<file path="src/rtl/pc_unit_mt.sv">
// Multi-thread program counter unit. It keeps one PC per hardware thread and selects the fetch thread round-robin.
// Optional exception capture (srr0/srr0_tid, exc_* ports) is enabled by defining PC_UNIT_EXC_EN.
module pc_unit_mt #(
    parameter int unsigned             PC_WIDTH    = 32,
    parameter int unsigned             THREADS     = 2,
    parameter int unsigned             TID_W       = 1,
    parameter logic [PC_WIDTH-1:0]     RESET_VEC   = PC_WIDTH'(32'h0000_0100),
    parameter int unsigned             INC         = 4,
    parameter int unsigned             BOOT_CYCLES = 2
) (
    input  logic                clk,
    input  logic                rst_n,
    input  logic                stall,
    input  logic [THREADS-1:0]  thread_en,
    input  logic                redir_en,
    input  logic [TID_W-1:0]    redir_tid,
    input  logic [PC_WIDTH-1:0] redir_pc,
`ifdef PC_UNIT_EXC_EN
    input  logic                exc_req,
    input  logic [TID_W-1:0]    exc_tid,
    input  logic [PC_WIDTH-1:0] exc_vec,
    output logic [PC_WIDTH-1:0] srr0,
    output logic [TID_W-1:0]    srr0_tid,
`endif
    output logic [PC_WIDTH-1:0] pc,
    output logic [TID_W-1:0]    pc_tid,
    output logic                pc_valid
);

    localparam int unsigned IDX_W = (THREADS > 1) ? $clog2(THREADS) : 1;
    localparam int unsigned CNT_W = $clog2(BOOT_CYCLES + 1);

    typedef enum logic [1:0] {ST_BOOT, ST_RUN, ST_HALT} state_e;

    state_e              state_q, state_d;
    logic [CNT_W-1:0]    cnt_q, cnt_d;
    logic [TID_W-1:0]    cur_tid_q, cur_tid_d;
    logic [PC_WIDTH-1:0] pc_q [THREADS];
    logic [PC_WIDTH-1:0] pc_d [THREADS];
`ifdef PC_UNIT_EXC_EN
    logic [PC_WIDTH-1:0] srr0_q, srr0_d;
    logic [TID_W-1:0]    srr0_tid_q, srr0_tid_d;
`endif

    logic                cur_en;
    logic [PC_WIDTH-1:0] pc_sel;
    logic                any_en;
    logic                issue;
    logic                nxt_found;
    logic [TID_W-1:0]    nxt_tid;
    logic [TID_W-1:0]    low_tid;

    // Selected thread's PC and enable.
    always_comb begin
        cur_en = 1'b0;
        pc_sel = pc_q[0];
        for (int t = 0; t < THREADS; t++) begin
            if (cur_tid_q == TID_W'(t)) begin
                cur_en = thread_en[IDX_W'(t)];
                pc_sel = pc_q[IDX_W'(t)];
            end
        end
    end

    // Next enabled thread after cur_tid (cyclic), and lowest enabled thread.
    always_comb begin
        nxt_found = 1'b0;
        nxt_tid   = cur_tid_q;
        for (int k = 1; k <= THREADS; k++) begin
            if (!nxt_found && thread_en[IDX_W'((int'(cur_tid_q) + k) % THREADS)]) begin
                nxt_found = 1'b1;
                nxt_tid   = TID_W'((int'(cur_tid_q) + k) % THREADS);
            end
        end
        low_tid = '0;
        for (int t = THREADS - 1; t >= 0; t--) begin
            if (thread_en[IDX_W'(t)]) low_tid = TID_W'(t);
        end
    end

    assign any_en   = |thread_en;
    assign pc_valid = (state_q == ST_RUN) && cur_en;
    assign issue    = pc_valid && !stall;
    assign pc       = pc_sel;
    assign pc_tid   = cur_tid_q;
`ifdef PC_UNIT_EXC_EN
    assign srr0     = srr0_q;
    assign srr0_tid = srr0_tid_q;
`endif

    // Next-state, thread rotation and per-thread PC update.
    always_comb begin
        state_d   = state_q;
        cnt_d     = cnt_q;
        cur_tid_d = cur_tid_q;
`ifdef PC_UNIT_EXC_EN
        srr0_d     = srr0_q;
        srr0_tid_d = srr0_tid_q;
`endif
        case (state_q)
            ST_BOOT: begin
                cnt_d = cnt_q + CNT_W'(1);
                if (cnt_q == CNT_W'(BOOT_CYCLES - 1)) state_d = any_en ? ST_RUN : ST_HALT;
            end
            ST_RUN: begin
                if (!any_en)     state_d   = ST_HALT;
                else if (!stall) cur_tid_d = nxt_tid;
            end
            ST_HALT: begin
                if (any_en) begin
                    state_d   = ST_RUN;
                    cur_tid_d = low_tid;
                end
            end
            default: state_d = ST_BOOT;
        endcase

        // Priority per thread: exception over redirect over increment.
        for (int t = 0; t < THREADS; t++) begin
            pc_d[IDX_W'(t)] = pc_q[IDX_W'(t)];
            if (issue && cur_tid_q == TID_W'(t))
                pc_d[IDX_W'(t)] = pc_q[IDX_W'(t)] + PC_WIDTH'(INC);
            if (redir_en && redir_tid == TID_W'(t))
                pc_d[IDX_W'(t)] = redir_pc;
`ifdef PC_UNIT_EXC_EN
            if (exc_req && exc_tid == TID_W'(t)) begin
                srr0_d          = pc_q[IDX_W'(t)];
                srr0_tid_d      = exc_tid;
                pc_d[IDX_W'(t)] = exc_vec;
            end
`endif
        end
    end

    always_ff @(posedge clk) begin
        if (!rst_n) begin
            state_q   <= ST_BOOT;
            cnt_q     <= '0;
            cur_tid_q <= '0;
            for (int t = 0; t < THREADS; t++) pc_q[IDX_W'(t)] <= RESET_VEC;
`ifdef PC_UNIT_EXC_EN
            srr0_q     <= '0;
            srr0_tid_q <= '0;
`endif
        end else begin
            state_q   <= state_d;
            cnt_q     <= cnt_d;
            cur_tid_q <= cur_tid_d;
            for (int t = 0; t < THREADS; t++) pc_q[IDX_W'(t)] <= pc_d[IDX_W'(t)];
`ifdef PC_UNIT_EXC_EN
            srr0_q     <= srr0_d;
            srr0_tid_q <= srr0_tid_d;
`endif
        end
    end

endmodule

</file>
<file path="config.mk">
export PLATFORM = sky130hd
export DESIGN_NAME = pc_unit_mt
export DESIGN_NICKNAME = d
export VERILOG_FILES = /design/src/rtl/pc_unit_mt.sv
export SDC_FILE = /design/constraint.sdc
export NUM_CORES = 1
export LEC_CHECK = 0
export CAP_MARGIN = 20
export CORE_MARGIN = 1
export CORE_UTILIZATION = 50
export CTS_BUF_LIST = sky130_fd_sc_hd__clkbuf_16
export DETAILED_ROUTE_END_ITERATION = 8
export DONT_BUFFER_PORTS = 1
export GPL_TIMING_DRIVEN = 1
export PLACE_DENSITY_LB_ADDON = 0.15
export SLEW_MARGIN = 10
export SYNTH_ARGS = -nofsm -noshare
export SYNTH_HDL_FRONTEND = slang
export SYNTH_SLANG_ARGS = --single-unit
</file>
<file path="constraint.sdc">
create_clock -name clk -period 4.1 [get_ports clk]
set_clock_uncertainty 0.1 [all_clocks]
set_input_delay 1.23 -clock clk [delete_from_list [all_inputs] [get_ports clk]]
set_output_delay 1.23 -clock clk [all_outputs]
set_load 0.05 [all_outputs]
</file>
======== After elaboration in Yosys (flattened, before gate mapping) ========
Memory sizes are Yosys's and may differ from the RTL's.
Cells that the tools add are included.
word-level totals
  bits in registers ....................... 5
  bits in writable memories ............... 64
  bits of input ports ..................... 39
  logic and storage cells ................. 60
  memories ................................ 1
operators by class
  add/sub/neg operators ................... 4
  $lt $le $gt $ge ......................... 2
  equality and inequality tests ........... 9
  mux-type cells .......................... 25
  bitwise operators ....................... 4
  reduce and logical (&&, ||, !) cells .... 12
memories
  memory  depth  width  rd ports  clocked after memory_dff  wr ports  line  RTL
  pc_q    2      32     2         0                         2         38    logic [PC_WIDTH-1:0] pc_q [THREADS];
operator list
  operator                                                                       number
  32-bit two-way mux                                                             5
  32-bit by 3-bit adder with 32-bit output (second input constant)               1
  1-bit two-way mux                                                              14
  2-bit != test (second input constant)                                          5
  2-bit two-way mux                                                              4
  2-bit case mux with 3 select lines                                             1
  1-bit logical AND                                                              5
  5-bit AND reduction                                                            1
  2-bit by 1-bit == test with 1-bit output (second input constant)               2
  1-bit by 2-bit less-than comparator with 1-bit output (second input constant)  2
  3-bit != test (second input constant)                                          1
  3-bit AND reduction                                                            1
  1-bit adder (second input constant)                                            2
  2-bit by 1-bit adder with 2-bit output (second input constant)                 1
  2-bit == test (second input constant)                                          1
  1-bit zero test                                                                2
  2-bit zero test                                                                1
  1-bit NOT                                                                      2
  1-bit OR                                                                       2
  1-bit case mux with 2 select lines                                             1
  2-bit nonzero test                                                             1
  2-bit OR reduction                                                             1

======== Longest topological paths before layout ========
Gate-level depths: netlist of run 1.
  word-level depth ........................ 10
  gate-level depth with buffers ........... 8
  gate-level depth less buffers ........... 7

======== Least setup slack after synthesis of run 1 ========
Ideal clock, no wire load.
  path kind ............................... input-to-output
  start ................................... in thread_en[0]
  end ..................................... out pc_valid
  arrival ................................. 1.637 ns
  slack ................................... 1.133 ns
  stages .................................. 1
  path buffers ............................ 0
  path through ............................ and2_1
on the way
  cells in the longest elaborated chain, start to end .. 2
RTL lines
  item               line  RTL
  from (decl)        14    input logic [THREADS-1:0] thread_en,
  1-bit two-way mux  58    if (cur_tid_q == TID_W'(t)) begin
  1-bit logical AND  82    assign pc_valid = (state_q == ST_RUN) && cur_en;
  to (decl)          27    output logic pc_valid
No other way between the ends. The select of a mux whose other input is x is not followed.

======== Worst setup path after layout of run 1 ========
  start ................................... reg cur_tid_q (netlist: pc_tid)
  end ..................................... out pc[21]
on the way
  cells in the longest elaborated chain, start to end .. 1
RTL lines
  item                    line  RTL
  from (decl)             37    logic [TID_W-1:0] cur_tid_q, cur_tid_d;
  from (signal assigned)  148   cur_tid_q <= cur_tid_d;
  32-bit two-way mux      58
  to (decl)               25    output logic [PC_WIDTH-1:0] pc,
No other way between the ends.

==> results of run 1 <==
==> synthesized netlist by cell type, types with 8 or more instances <==
library cell  instances
dfxtp_1              37
nor2b_1              29
o21ai_0              27
a21oi_1              20
xor2_1               20
nand2_1              19
nand3_1              18
nand4_1              15
nor2_1               15
clkbuf_1             10
a211oi_1              8
inv_1                 8
xnor2_1               8
==> kinds of logic (layout without fill, tap and decap cells) <==
family / after synthesis / after routing / synth area share
DFF: 37 / 37 / 0.328
buffers and inverters: 24 / 16 / 0.0570
adders and majority gates: 5 / 5 / 0.0277
AOI/OAI and AO/OA: 61 / 61 / 0.154
muxes: 2 / 2 / 0.00886
and+or+nand+nor: 121 / 121 / 0.316
xor gates and xnor gates: 28 / 28 / 0.109
==> report_power, final <==
part,total (W),internal [W],switching [W]
clock network,0.000351,0.000217,0.000133
registers,0.000478,0.000400,0.0000780
logic,0.000314,0.0000946,0.000219
==> routing by layer <==
metal  track usage  vias up  wire length, µm
met3        0.0480        6              180
met4        0.0726        0               59
met5             0        -                0
met2         0.339       46             2280
li1              -      973                -
met1         0.260      885             2320
==> metrics by stage <==
stage                util  hold slack [ps]  power [W]  instance area, µm²
floorplan               -              332   0.000766                2260
global route        0.544              388    0.00120                2370
detailed placement  0.514              359   0.000797                2240
global placement    0.514              358   0.000792                2240
CTS                 0.544              367    0.00115                2370
finish              0.544              366    0.00114                2370
==> sequential cells by signal, indices dropped and copies added, names as in the netlist <==
register	cells
pc_q	32
cnt_q	2
pc_tid	1
state_q	2
==> worst reg2reg max path: cells and delay by family (launching register included) <==
family,cells,cell delay (ps)
DFF,1,320
and+or+nand+nor,5,1480
buffers and inverters,1,140
adders and majority gates,1,340
==> area by class of cell <==
cell class	count	area [µm²]
clock inverters	2	7.51
clock buffers	5	125
multi-input cells	217	1390
inverters	8	30.0
repair buffers	1	7.51
flip-flops and latches	37	742
well taps	52	65.1
fillers	423	1980
==> final timing paths <==
check / start / endpoint / slack (ps) / cells after the start
worst max register to register: state_q[1] / pc_q[0][31] / 1670 / 7
worst max-delay path: pc_tid / pc[21] / 1010 / 1
worst min-delay path: pc_q[0][0] / pc_q[0][0] / 370 / 2
worst min register to register: pc_q[0][0] / pc_q[0][0] / 370 / 2
==> layout by cell type (no fill, tap or decap) <==
cell type  Yosys  final
a211oi_1       8      8
a21oi_1       20     20
a221oi_1       1      1
a22oi_1        1      1
a311oi_1       1      1
and2_1         1      1
and2b_2        2      2
and3_1         5      5
and4_1         3      3
and4bb_4       1      1
buf_4          1      1
clkbuf_16      0      5
clkinv_1       0      1
dfxtp_1       37     36
dfxtp_2        0      1
ha_1           5      5
inv_1          8      9
mux2i_1        2      2
nand2_1       19     19
nand2b_2       0      1
nand3_1       18     18
nand3_2        1      1
nand4_1       15     15
nand4bb_4      1      1
nor2_1        15     15
nor2b_1       29     29
nor3_1         3      3
nor3_2         1      1
nor4_1         3      3
nor4_4         1      1
o21ai_0       27     27
o221a_2        2      2
o22ai_1        1      1
or2_2          1      1
or4_1          1      1
xnor2_1        8      8
xor2_1        20     20
==> impl_metrics.tcl, run 1 <==
set metrics [dict create \
    dpl.hpwl_um 3380 \
    worst_slew_pin_slew_ps 965 \
    cts_buffers 5 \
    slowest_delay_ps 880 \
    async_reset_ff_frac 0 \
    first_global_vias 1825 \
    syn_inst 278 \
    clkTransAtPathRegs_ps 50 \
    port_buffers 0 \
    cp_slowest_cell "nor2b_1" \
    place_inst 315 \
    gr-total-overflow 0 \
    avgSynthCellArea_um2 8.13 \
    initial_utilization 0.519 \
    period_minus_slack_ps 3090 \
    syn_nets 322 \
    htree_levels 2 \
    yosysTopAreaCell "dfxtp_1" \
    grt_max_degree 51 \
    die_height_um 69.2 \
    yosys_register_bits 37 \
    ctsResizeCount 0 \
    post_cts_buffers 0 \
    holdCritPathClass "reg2reg" \
    vias_per_cell 5.93 \
    antenna_found_initial 0 \
    setup_ws_ps 1010 \
    grt_pass1_wl_um 8130 \
    slew_viol_final 0 \
    wirelength_um 4850 \
    relSlewSlack 0.355 \
    synth_area_leaders "dfxtp_1 (33%), nor2b_1 (8.0%), xor2_1 (7.8%), o21ai_0 (6.0%), a21oi_1 (4.4%)" \
    maxCapViolations 0 \
    wl_per_cell_um 15.0 \
    end_kind "primary output" \
    status "finished, final reports clean" \
    core_area_mm2 0.00435 \
    clockRootBuffer "clkbuf_16" \
    max-vdd-ir-drop_mv 0.233 \
    cts_tree "done" \
    seq_area_frac_synth 0.328 \
    postCtsHoldBufs 0 \
    antenna_left 0 \
    syn2layout_area_growth_pct 4.87 \
    fin_cells 322 \
    hold_viol_final 0 \
    leakagePower_nw 0.848 \
    worstPathRequired_ps 2770 \
    die_w_um 69.2 \
    fin_nets 314 \
    die_area_mm2 0.00479 \
    setup_tns_ps 0 \
    synth_cell_type_count 37 \
    drtIter0Drc 63 \
    cp_num_buf_inv 0 \
    ys.flop_type "dfxtp_1" \
    dr_total_vias 1910 \
    route.detailed.drc 0 \
    clock_latency_ps 270 \
    crit_path_start_kind "register" \
    diodes 0 \
    setup_viol 0 \
    worst_ep_arrival_time_ps 1760 \
    fmax_mhz 323 \
    cts.sink_count 37 \
    place_ws_ps 1130 \
    netlist.area_leader.share 0.328 \
    gp_congestion 0.845 \
    grt_usage 0.205 \
    rows 24 \
    post-route-period-util 0.755 \
    critical_path.max_fanout 38 \
    clk_path_buf_depth 2 \
    critical-path-top-delay-family "simple AND/OR/NAND/NOR gates" \
    yosys_warnings 0 \
    drive_above_1_share 0.0667 \
    crit_type "reg2out" \
    firstDrtPassIters 4 \
    synth_edf_count 0 \
    rsz0062_at_grt "no" \
    synth_area_mm2 0.00226 \
    power_density_mw_per_mm2 482 \
    path_cells "nor2b_1" \
    ios 73 \
]
Note: power is estimated with default switching activity, not from simulation.
==> run 2: changes to the inputs <==
Clock period 4.1 ns to 2.87 ns, I/O delays scaled along.
==> run 2 against run 1 <==
Against the previous run: the flow now finishes with violations (design-rule violations); die area stayed put; wire length up 7.3%; total power rose by 49%; worst setup slack got worse by 700 ps; first-iteration DRC count increased by 73%; cell area increased by 9.8%; hold slack got worse by 14 ps; count of clock-buffer cells in the layout unchanged; critical endpoint is now pc[0]; largest cell class unchanged; largest power group unchanged.
==> impl_metrics.tcl, run 2 (same netlist as run 1, synthesis figures left out) <==
set metrics [dict create \
    status "complete, but fails checks" \
    violations "design-rule violations" \
    relSlewSlack 0.411 \
    final_common_cell "dfxtp_1" \
    clk_path_buf_depth 2 \
    slew_viol_final 0 \
    largest_reg_flops 32 \
    holdCritPathClass "reg2reg" \
    drtIter0Drc 109 \
    period_minus_slack_ps 2570 \
    post-route-period-util 0.895 \
    seqPwrFrac 0.400 \
    drive_above_1_share 0.163 \
    grt_pass1_wl_um 8450 \
    worstPathRequired_ps 1910 \
    setup_ws_ps 301 \
    place_inst 346 \
    cts.sink_count 37 \
    post_cts_buffers 0 \
    max-vdd-ir-drop_mv 0.361 \
    crit_start "pc_tid" \
    mostFrequentLayoutCells "dfxtp_1 (36), buf_4 (32), nor2b_1 (29), o21ai_0 (27)" \
    core_area_mm2 0.00435 \
    leakagePower_nw 1.01 \
    wl_per_cell_um 14.7 \
    cts_buffers 5 \
    fin_cells 353 \
    power_density_mw_per_mm2 653 \
    setup_viol 0 \
    r2r_start "state_q[1]" \
    first_global_vias 1864 \
    antenna_left 0 \
    critical-path-top-delay-family "flip-flops" \
    crit_path_start_kind "register" \
    critical_path.max_fanout 38 \
    route.detailed.drc 1 \
    power.share.clock 0.305 \
    die_w_um 69.2 \
    setup_tns_ps 0 \
    swShare 0.373 \
    gp_congestion 0.827 \
    dpl.hpwl_um 3610 \
    end_kind "primary output" \
    initial_utilization 0.519 \
    dr_total_vias 2016 \
    maxCapViolations 0 \
    grt_usage 0.219 \
    p_sw_w 0.000634 \
    top_regs "pc_q (32), cnt_q (2), state_q (2)" \
    crit_type "reg2out" \
    hold_viol_final 0 \
    clkTransAtPathRegs_ps 60 \
    rows 24 \
    fin_total_pwr_w 0.00170 \
    syn2layout_area_growth_pct 15.2 \
    antenna_found_initial 0 \
    rsz0062_at_grt "no" \
    clockRootBuffer "clkbuf_16" \
    cp_num_buf_inv 0 \
    worst_slew_pin_slew_ps 884 \
    ios 73 \
    cp_slowest_cell "dfxtp_2" \
    path_cells "and2b_2" \
    intPower_w 0.00106 \
    firstDrtPassIters 6 \
    postCtsHoldBufs 0 \
    min-delay-start "pc_q[0][1]" \
    worst_ep_arrival_time_ps 1610 \
    wirelength_um 5200 \
    fin_nets 345 \
    port_buffers 0 \
    p_comb_frac 0.295 \
    slowest_delay_ps 910 \
    vias_per_cell 5.71 \
    clock_latency_ps 280 \
    htree_levels 2 \
    diodes 0 \
    gr-total-overflow 0 \
    fmax_mhz 389 \
    place_ws_ps 376 \
    top_register "pc_q" \
    die_height_um 69.2 \
    ctsResizeCount 0 \
    cts_tree "done" \
    die_area_mm2 0.00479 \
    grt_max_degree 40 \
]
## run 2: power by group through the flow
stage	Sequential [W]	Clock [W]	Combinational (W)
after global placement	0.000692	0	0.000496
after CTS	0.000682	0.000526	0.000504
final	0.000680	0.000518	0.000501
after floorplan	0.000638	0	0.000457
after global routing	0.000695	0.000541	0.000543
after detailed placement	0.000693	0	0.000502
## run 2: cell type report
class / count / area, µm²
Sequential cell: 37 / 742
Fill cell: 416 / 1750
Clock inverter: 2 / 7.51
Inverter: 8 / 30.0
Timing Repair Buffer: 32 / 240
Multi-Input combinational cell: 217 / 1390
Clock buffer: 5 / 125
Tap cell: 52 / 65.1
## run 2: worst reg2reg max path: cells and delay by family, from the launching register on
kind | cells | cell delay (ps)
adder cells (fa/ha/maj) | 1 | 360
buffers and inverters | 1 | 130
AND/OR/NAND/NOR | 5 | 1410
flip-flops | 1 | 320
## run 2: worst paths after layout
path	to	slack [ps]	depth (start not counted)
setup reg to reg	pc_q[0][31]	490	7
setup / recovery	pc[0]	300	1
hold reg to reg	pc_q[0][1]	350	2
hold / removal	pc_q[0][1]	350	2
## run 2: metal layers
metal  GRT usage  up-vias  wire [µm]
met5           0        -          0
met4       0.109        0        110
met3      0.0392       10        248
met2       0.365       62       2530
met1       0.271      912       2310
li1            -     1032          -
## run 2: metrics by stage
step                       util  area [µm²]  hold WS [ps]
after global routing      0.598        2600           381
after floorplan               -        2260           332
after CTS                 0.598        2600           354
final                     0.598        2600           353
after detailed placement  0.567        2470           346
after global placement    0.567        2470           339
